==> src/rtl/rw_arb_pkg.sv <==
// Shared types for the read/write port arbiter: FSM state encoding and the
// grant-side marker used for fair alternation under contention.
package rw_arb_pkg;

    typedef enum logic [1:0] {
        IDLE    = 2'd0,
        WR      = 2'd1,
        RD      = 2'd2,
        RD_WAIT = 2'd3
    } rw_state_e;

    typedef enum logic {
        GRANT_WR = 1'b0,
        GRANT_RD = 1'b1
    } grant_side_e;

endpackage : rw_arb_pkg

==> src/rtl/rw_arb_errcnt.sv <==
// Saturating contention counter. Counts one per cycle that inc_i is high,
// stops at ERR_MAX (never wraps) and flags limit_hit_o while at the limit.
module rw_arb_errcnt #(
    parameter int ERR_MAX = 14,
    parameter int CNT_W   = $clog2(ERR_MAX + 1)
) (
    input  logic             clk,
    input  logic             rst_n,
    input  logic             inc_i,
    output logic [CNT_W-1:0] count_o,
    output logic             limit_hit_o
);

    localparam logic [CNT_W-1:0] LIMIT = CNT_W'(ERR_MAX);

    logic [CNT_W-1:0] count_q;
    logic [CNT_W-1:0] count_d;

    // Next count: increment only while below the limit.
    always_comb begin
        count_d = count_q;
        if (inc_i && (count_q < LIMIT)) begin
            count_d = count_q + 1'b1;
        end
    end

    // Count register.
    // NOTE: state registers use non-blocking assignments so every flop samples
    // pre-edge values; blocking here would create order-dependent races.
    always_ff @(posedge clk or negedge rst_n) begin
        if (!rst_n) begin
            count_q <= '0;
        end else begin
            count_q <= count_d;
        end
    end

    assign count_o     = count_q;
    assign limit_hit_o = (count_q >= LIMIT);

endmodule : rw_arb_errcnt

==> src/rtl/rw_port_arbiter.sv <==
// Arbiter sharing one single-port memory between a write requester and a
// read requester. Contention alternates sides; contention cycles are counted.
// Optional checks: define RW_ARB_ASSERT_EN to compile in immediate assertions.
module rw_port_arbiter
    import rw_arb_pkg::*;
#(
    parameter int ADDR_W  = 8,
    parameter int DATA_W  = 8,
    parameter int ERR_MAX = 14
) (
    input  logic                           clk,
    input  logic                           rst_n,
    input  logic                           wr_req,
    input  logic [ADDR_W-1:0]              wr_addr,
    input  logic [DATA_W-1:0]              wr_data,
    output logic                           wr_gnt,
    input  logic                           rd_req,
    input  logic [ADDR_W-1:0]              rd_addr,
    output logic                           rd_gnt,
    output logic [DATA_W-1:0]              rd_data,
    output logic                           rd_valid,
    output logic                           mem_wr_en,
    output logic                           mem_rd_en,
    output logic [ADDR_W-1:0]              mem_addr,
    output logic [DATA_W-1:0]              mem_wdata,
    input  logic [DATA_W-1:0]              mem_rdata,
    output logic [$clog2(ERR_MAX+1)-1:0]   err_count,
    output logic                           limit_hit
);

    localparam int CNT_W = $clog2(ERR_MAX + 1);

    rw_state_e         state_q;
    rw_state_e         state_d;
    grant_side_e       last_grant_q;
    logic [DATA_W-1:0] rd_data_q;
    logic              rd_valid_q;
    logic              contention;

    // Both requesters asking while we are free to grant.
    assign contention = (state_q == IDLE) && wr_req && rd_req;

    // State register.
    always_ff @(posedge clk or negedge rst_n) begin
        if (!rst_n) begin
            state_q <= IDLE;
        end else begin
            state_q <= state_d;
        end
    end

    // Next-state logic; requests are only looked at in IDLE.
    always_comb begin
        state_d = state_q;
        case (state_q)
            IDLE: begin
                if (wr_req && rd_req) begin
                    state_d = (last_grant_q == GRANT_RD) ? WR : RD;
                end else if (wr_req) begin
                    state_d = WR;
                end else if (rd_req) begin
                    state_d = RD;
                end
            end
            WR:      state_d = IDLE;
            RD:      state_d = RD_WAIT;
            RD_WAIT: state_d = IDLE;
            default: state_d = IDLE;
        endcase
    end

    // Moore outputs decoded from the registered state.
    // NOTE: every output gets a default before the case so no path leaves a
    // signal unassigned, which would otherwise infer a latch.
    always_comb begin
        wr_gnt    = 1'b0;
        rd_gnt    = 1'b0;
        mem_wr_en = 1'b0;
        mem_rd_en = 1'b0;
        mem_addr  = '0;
        mem_wdata = '0;
        case (state_q)
            WR: begin
                wr_gnt    = 1'b1;
                mem_wr_en = 1'b1;
                mem_addr  = wr_addr;
                mem_wdata = wr_data;
            end
            RD: begin
                rd_gnt    = 1'b1;
                mem_rd_en = 1'b1;
                mem_addr  = rd_addr;
            end
            default: ;
        endcase
    end

    // Remember which side was granted last, updated on entry to WR or RD.
    always_ff @(posedge clk or negedge rst_n) begin
        if (!rst_n) begin
            last_grant_q <= GRANT_RD;
        end else if (state_d == WR) begin
            last_grant_q <= GRANT_WR;
        end else if (state_d == RD) begin
            last_grant_q <= GRANT_RD;
        end
    end

    // Capture memory read data at the end of RD_WAIT; hold it between reads.
    always_ff @(posedge clk or negedge rst_n) begin
        if (!rst_n) begin
            rd_data_q  <= '0;
            rd_valid_q <= 1'b0;
        end else begin
            rd_valid_q <= (state_q == RD_WAIT);
            if (state_q == RD_WAIT) begin
                rd_data_q <= mem_rdata;
            end
        end
    end

    assign rd_data  = rd_data_q;
    assign rd_valid = rd_valid_q;

    rw_arb_errcnt #(
        .ERR_MAX (ERR_MAX),
        .CNT_W   (CNT_W)
    ) u_errcnt (
        .clk         (clk),
        .rst_n       (rst_n),
        .inc_i       (contention),
        .count_o     (err_count),
        .limit_hit_o (limit_hit)
    );

`ifdef RW_ARB_ASSERT_EN
    rw_state_e prev_state_q;

    // Track the previous cycle's state for the read-valid check.
    always_ff @(posedge clk or negedge rst_n) begin
        if (!rst_n) begin
            prev_state_q <= IDLE;
        end else begin
            prev_state_q <= state_q;
        end
    end

    // Protocol checks sampled on each rising edge outside reset.
    always @(posedge clk) begin
        if (rst_n) begin
            assert (!(mem_wr_en && mem_rd_en))
                else $error("%m: mem_wr_en and mem_rd_en both high");
            if (rd_valid) begin
                assert (prev_state_q == RD_WAIT)
                    else $error("%m: rd_valid without preceding RD_WAIT");
            end
        end
    end
`else
`endif

endmodule : rw_port_arbiter

==> config.mk <==
export PLATFORM = sky130hd
export DESIGN_NAME = rw_port_arbiter
export DESIGN_NICKNAME = d
export VERILOG_FILES = /design/src/rtl/rw_arb_pkg.sv /design/src/rtl/rw_arb_errcnt.sv /design/src/rtl/rw_port_arbiter.sv
export SDC_FILE = /design/constraint.sdc
export NUM_CORES = 1
export LEC_CHECK = 0
export CORE_ASPECT_RATIO = 1.25
export CORE_MARGIN = 2
export CORE_UTILIZATION = 30
export CTS_BUF_LIST = sky130_fd_sc_hd__clkbuf_4 sky130_fd_sc_hd__clkbuf_8 sky130_fd_sc_hd__clkbuf_16
export DETAILED_ROUTE_END_ITERATION = 12
export DONT_BUFFER_PORTS = 1
export PLACE_DENSITY = 0.55
export SYNTH_ARGS = -nofsm -noshare
export SYNTH_HDL_FRONTEND = slang
export SYNTH_HIERARCHICAL = 1
export SYNTH_SLANG_ARGS = --single-unit
==> constraint.sdc <==
create_clock -name clk -period 2.6 [get_ports clk]
set_clock_uncertainty 0.05 [all_clocks]
set_input_delay 0.39 -clock clk [delete_from_list [all_inputs] [get_ports clk]]
set_output_delay 0.39 -clock clk [all_outputs]
set_load 0.005 [all_outputs]
==> results.cfg <==
[outcome]
status = complete, no violations

[sta]
tightestPinTransition_ps = 694
fin_setup_tns_ps = 0
setup_viol = 0
fmax_mhz = 472
max_slew_margin = 0.536
timing.final.crit_period_ps = 2120
drv_slew = 0
grt_setup_unrepaired = no
finalCritPeriodShare = 0.815
postLayoutSetupSlackWorst_ps = 481
final-hold-violation-count = 0

[cts]
h-tree-depth = 1
post_cts_buffers = 0
clk_pin_slew_ps = 60
clockBufferDepth = 2
numCtsBuffers = 3
cts_resized = 0
clkSinkCount = 16
cts_tree = built
clockRootBuffer = clkbuf_8
insertion_delay_ps = 240

[global_route]
grt_start_max_net_pins = 19
grt_pass1_wl_um = 2750
grt_pass1_vias = 700
track_usage = 0.103
antenna_found_initial = 0
grt-ovfl-total = 0

[logic_synthesis]
avgSynthCellArea_sq_um = 10.5
postSynthCellCount = 93
synth-seq-area-share = 0.409
yosysWarnings = 6
synthesis.area_sq_um = 981
syn_nets = 137
synth_seq_cells = 16
synth_cell_types = 26

[setup_path]
cp.arrival_ps = 1680
regToRegSetupSlack_ps = 730
r2r-start = state_q[0]$_DFF_PN0_
crit_path_start = state_q[1]$_DFF_PN0_
reg2reg_depth = 6
reg2reg_to = last_grant_q$_DFFE_PN1P_
cp.required_ps = 2160
worst-setup-path-type = reg -> out
critPathCaptureType = primary output
critical_path.max_fanout = 18
startpoint_type = flop

[drt]
num_vias = 707
routedWlPerCell_um = 14.6
routed_wl_um = 1900
firstDrtPassIters = 4
drtAntennaViolNets = 0
drt-vias-per-instance = 5.44
drc = 0
drtIter0Drc = 7

[place]
placedInstanceArea_sq_um = 978
routabilityCongestion = 0.761
port_buffers = 0
dp_slack_ps = 719
dp_hpwl_um = 1500

[die]
core-area_sq_um = 3170
die_h_um = 67.9
rows = 23
start_util = 0.310
dieWidth_um = 55.1
pin_count = 70
die-area_sq_um = 3750

[power_and_ir_drop]
pwr-share-seq = 0.404
netSwitchingFraction = 0.377
p_per_area_nw_per_um2 = 1200
leakage_nw = 0.456
comb_power_share = 0.428
power_switching_uw = 471
p_clk_frac = 0.168
max-vdd-ir-drop_mv = 0.560
p_int_uw = 778

[finish]
diodes = 0
final_cell_area_sq_um = 1040
drive_gt1_frac = 0.194
utilization = 0.330
final_common_cell = dfrtp_1
layout_common_cells = 15 x dfrtp_1, 8 x nand2_1, 8 x and2_1, 8 x ha_1, 7 x mux2_2
layout.nets = 138
area_growth_pct = 6.38

[flow_run]
drv_cap = 0

[hold_path]
min_path_type = in -> reg
hold_end = rd_data[2]$_DFFE_PN0P_
hold_depth = 1
worstHoldStart = mem_rdata[2]
-- worst max-delay path, cell delays in order, from the launching register on --
cell,delay [ps]
dfrtp_1,430
inv_1,110
ha_1,540
a22oi_1,180
nor2b_1,170
-- how the worst max path moves through the flow --
stage / endpoint / slack [ps]
floorplan: last_grant_q$_DFFE_PN1P_ / 1040
global placement: mem_addr[4] / 800
detailed placement: mem_addr[0] / 720
CTS: mem_addr[0] / 450
global route: mem_addr[0] / 340
finish: mem_addr[4] / 480
-- registers in the layout, summed over array words and instances (netlist names) --
register,cells
u_errcnt/count_o,4
rd_data,8
rd_valid,1
last_grant_q,1
state_q,2
-- what timing repair did --
item | 4_1_cts | 5_1_grt
setup endpoints to repair | 0 | 0
endpoints found under the hold margin | 16 | 0
hold buffers | 1 | 0
-- metrics by stage --
stage          power (mW)  instances  hold slack, ps
2_1_floorplan       0.981         93            44.4
3_3_place_gp         1.02        125            44.8
3_5_place_dp         1.04        125            44.8
4_1_cts              1.27        130             238
5_1_grt              1.36        130             234
6_report             1.25        130             245
-- power groups by stage --
| stage | Sequential (mW) | Clock [mW] | Combinational [mW] |
|---|---|---|---|
| after floorplan | 0.478 | 0 | 0.503 |
| after global placement | 0.503 | 0 | 0.519 |
| after detailed placement | 0.512 | 0 | 0.532 |
| after CTS | 0.507 | 0.219 | 0.542 |
| after global routing | 0.530 | 0.229 | 0.598 |
| final | 0.504 | 0.210 | 0.534 |
-- synth_stat cells, drive strengths merged --
cell type / instances / area share
a21o: 1 / 0.0077
a21oi: 4 / 0.020
a22o: 1 / 0.0089
a22oi: 8 / 0.071
a41o: 1 / 0.011
and2: 8 / 0.051
and3: 1 / 0.0064
buf: 5 / 0.050
dfrtp: 15 / 0.38
dfstp: 1 / 0.027
ha: 8 / 0.10
inv: 6 / 0.023
mux2: 8 / 0.096
nand2: 8 / 0.031
nand2b: 1 / 0.0064
nand3: 1 / 0.0051
nor2: 2 / 0.0077
nor2b: 8 / 0.056
o21a: 1 / 0.0077
o21ai: 4 / 0.020
xnor2: 1 / 0.0089
-- per-layer routing --
layer  track usage  up-vias  share of wire
li1              -      313              -
met1        0.0941      325           0.36
met2         0.192       67           0.48
met3        0.0218        2           0.15
met4        0.0701        0          0.012
met5             0        -              0
-- area by class of cell --
type                       count  area, sq um
fill                         324         2120
tap                           37         46.3
multi-input combinational     66          508
inverter                       6         22.5
clock buffer                   4         55.1
timing repair buffer           1         10.0
sequential                    16          402
-- cells by family after synthesis --
kind of cell,count (synthesis),share of synthesized area
buffers and inverters,11,0.0727
adder cells (fa/ha/maj),8,0.102
AND/OR/NAND/NOR,29,0.163
AO/OA/AOI/OAI,20,0.148
multiplexers,8,0.0957
flip-flops,16,0.409
XOR/XNOR,1,0.00893
(Power assumes the default switching activity.)
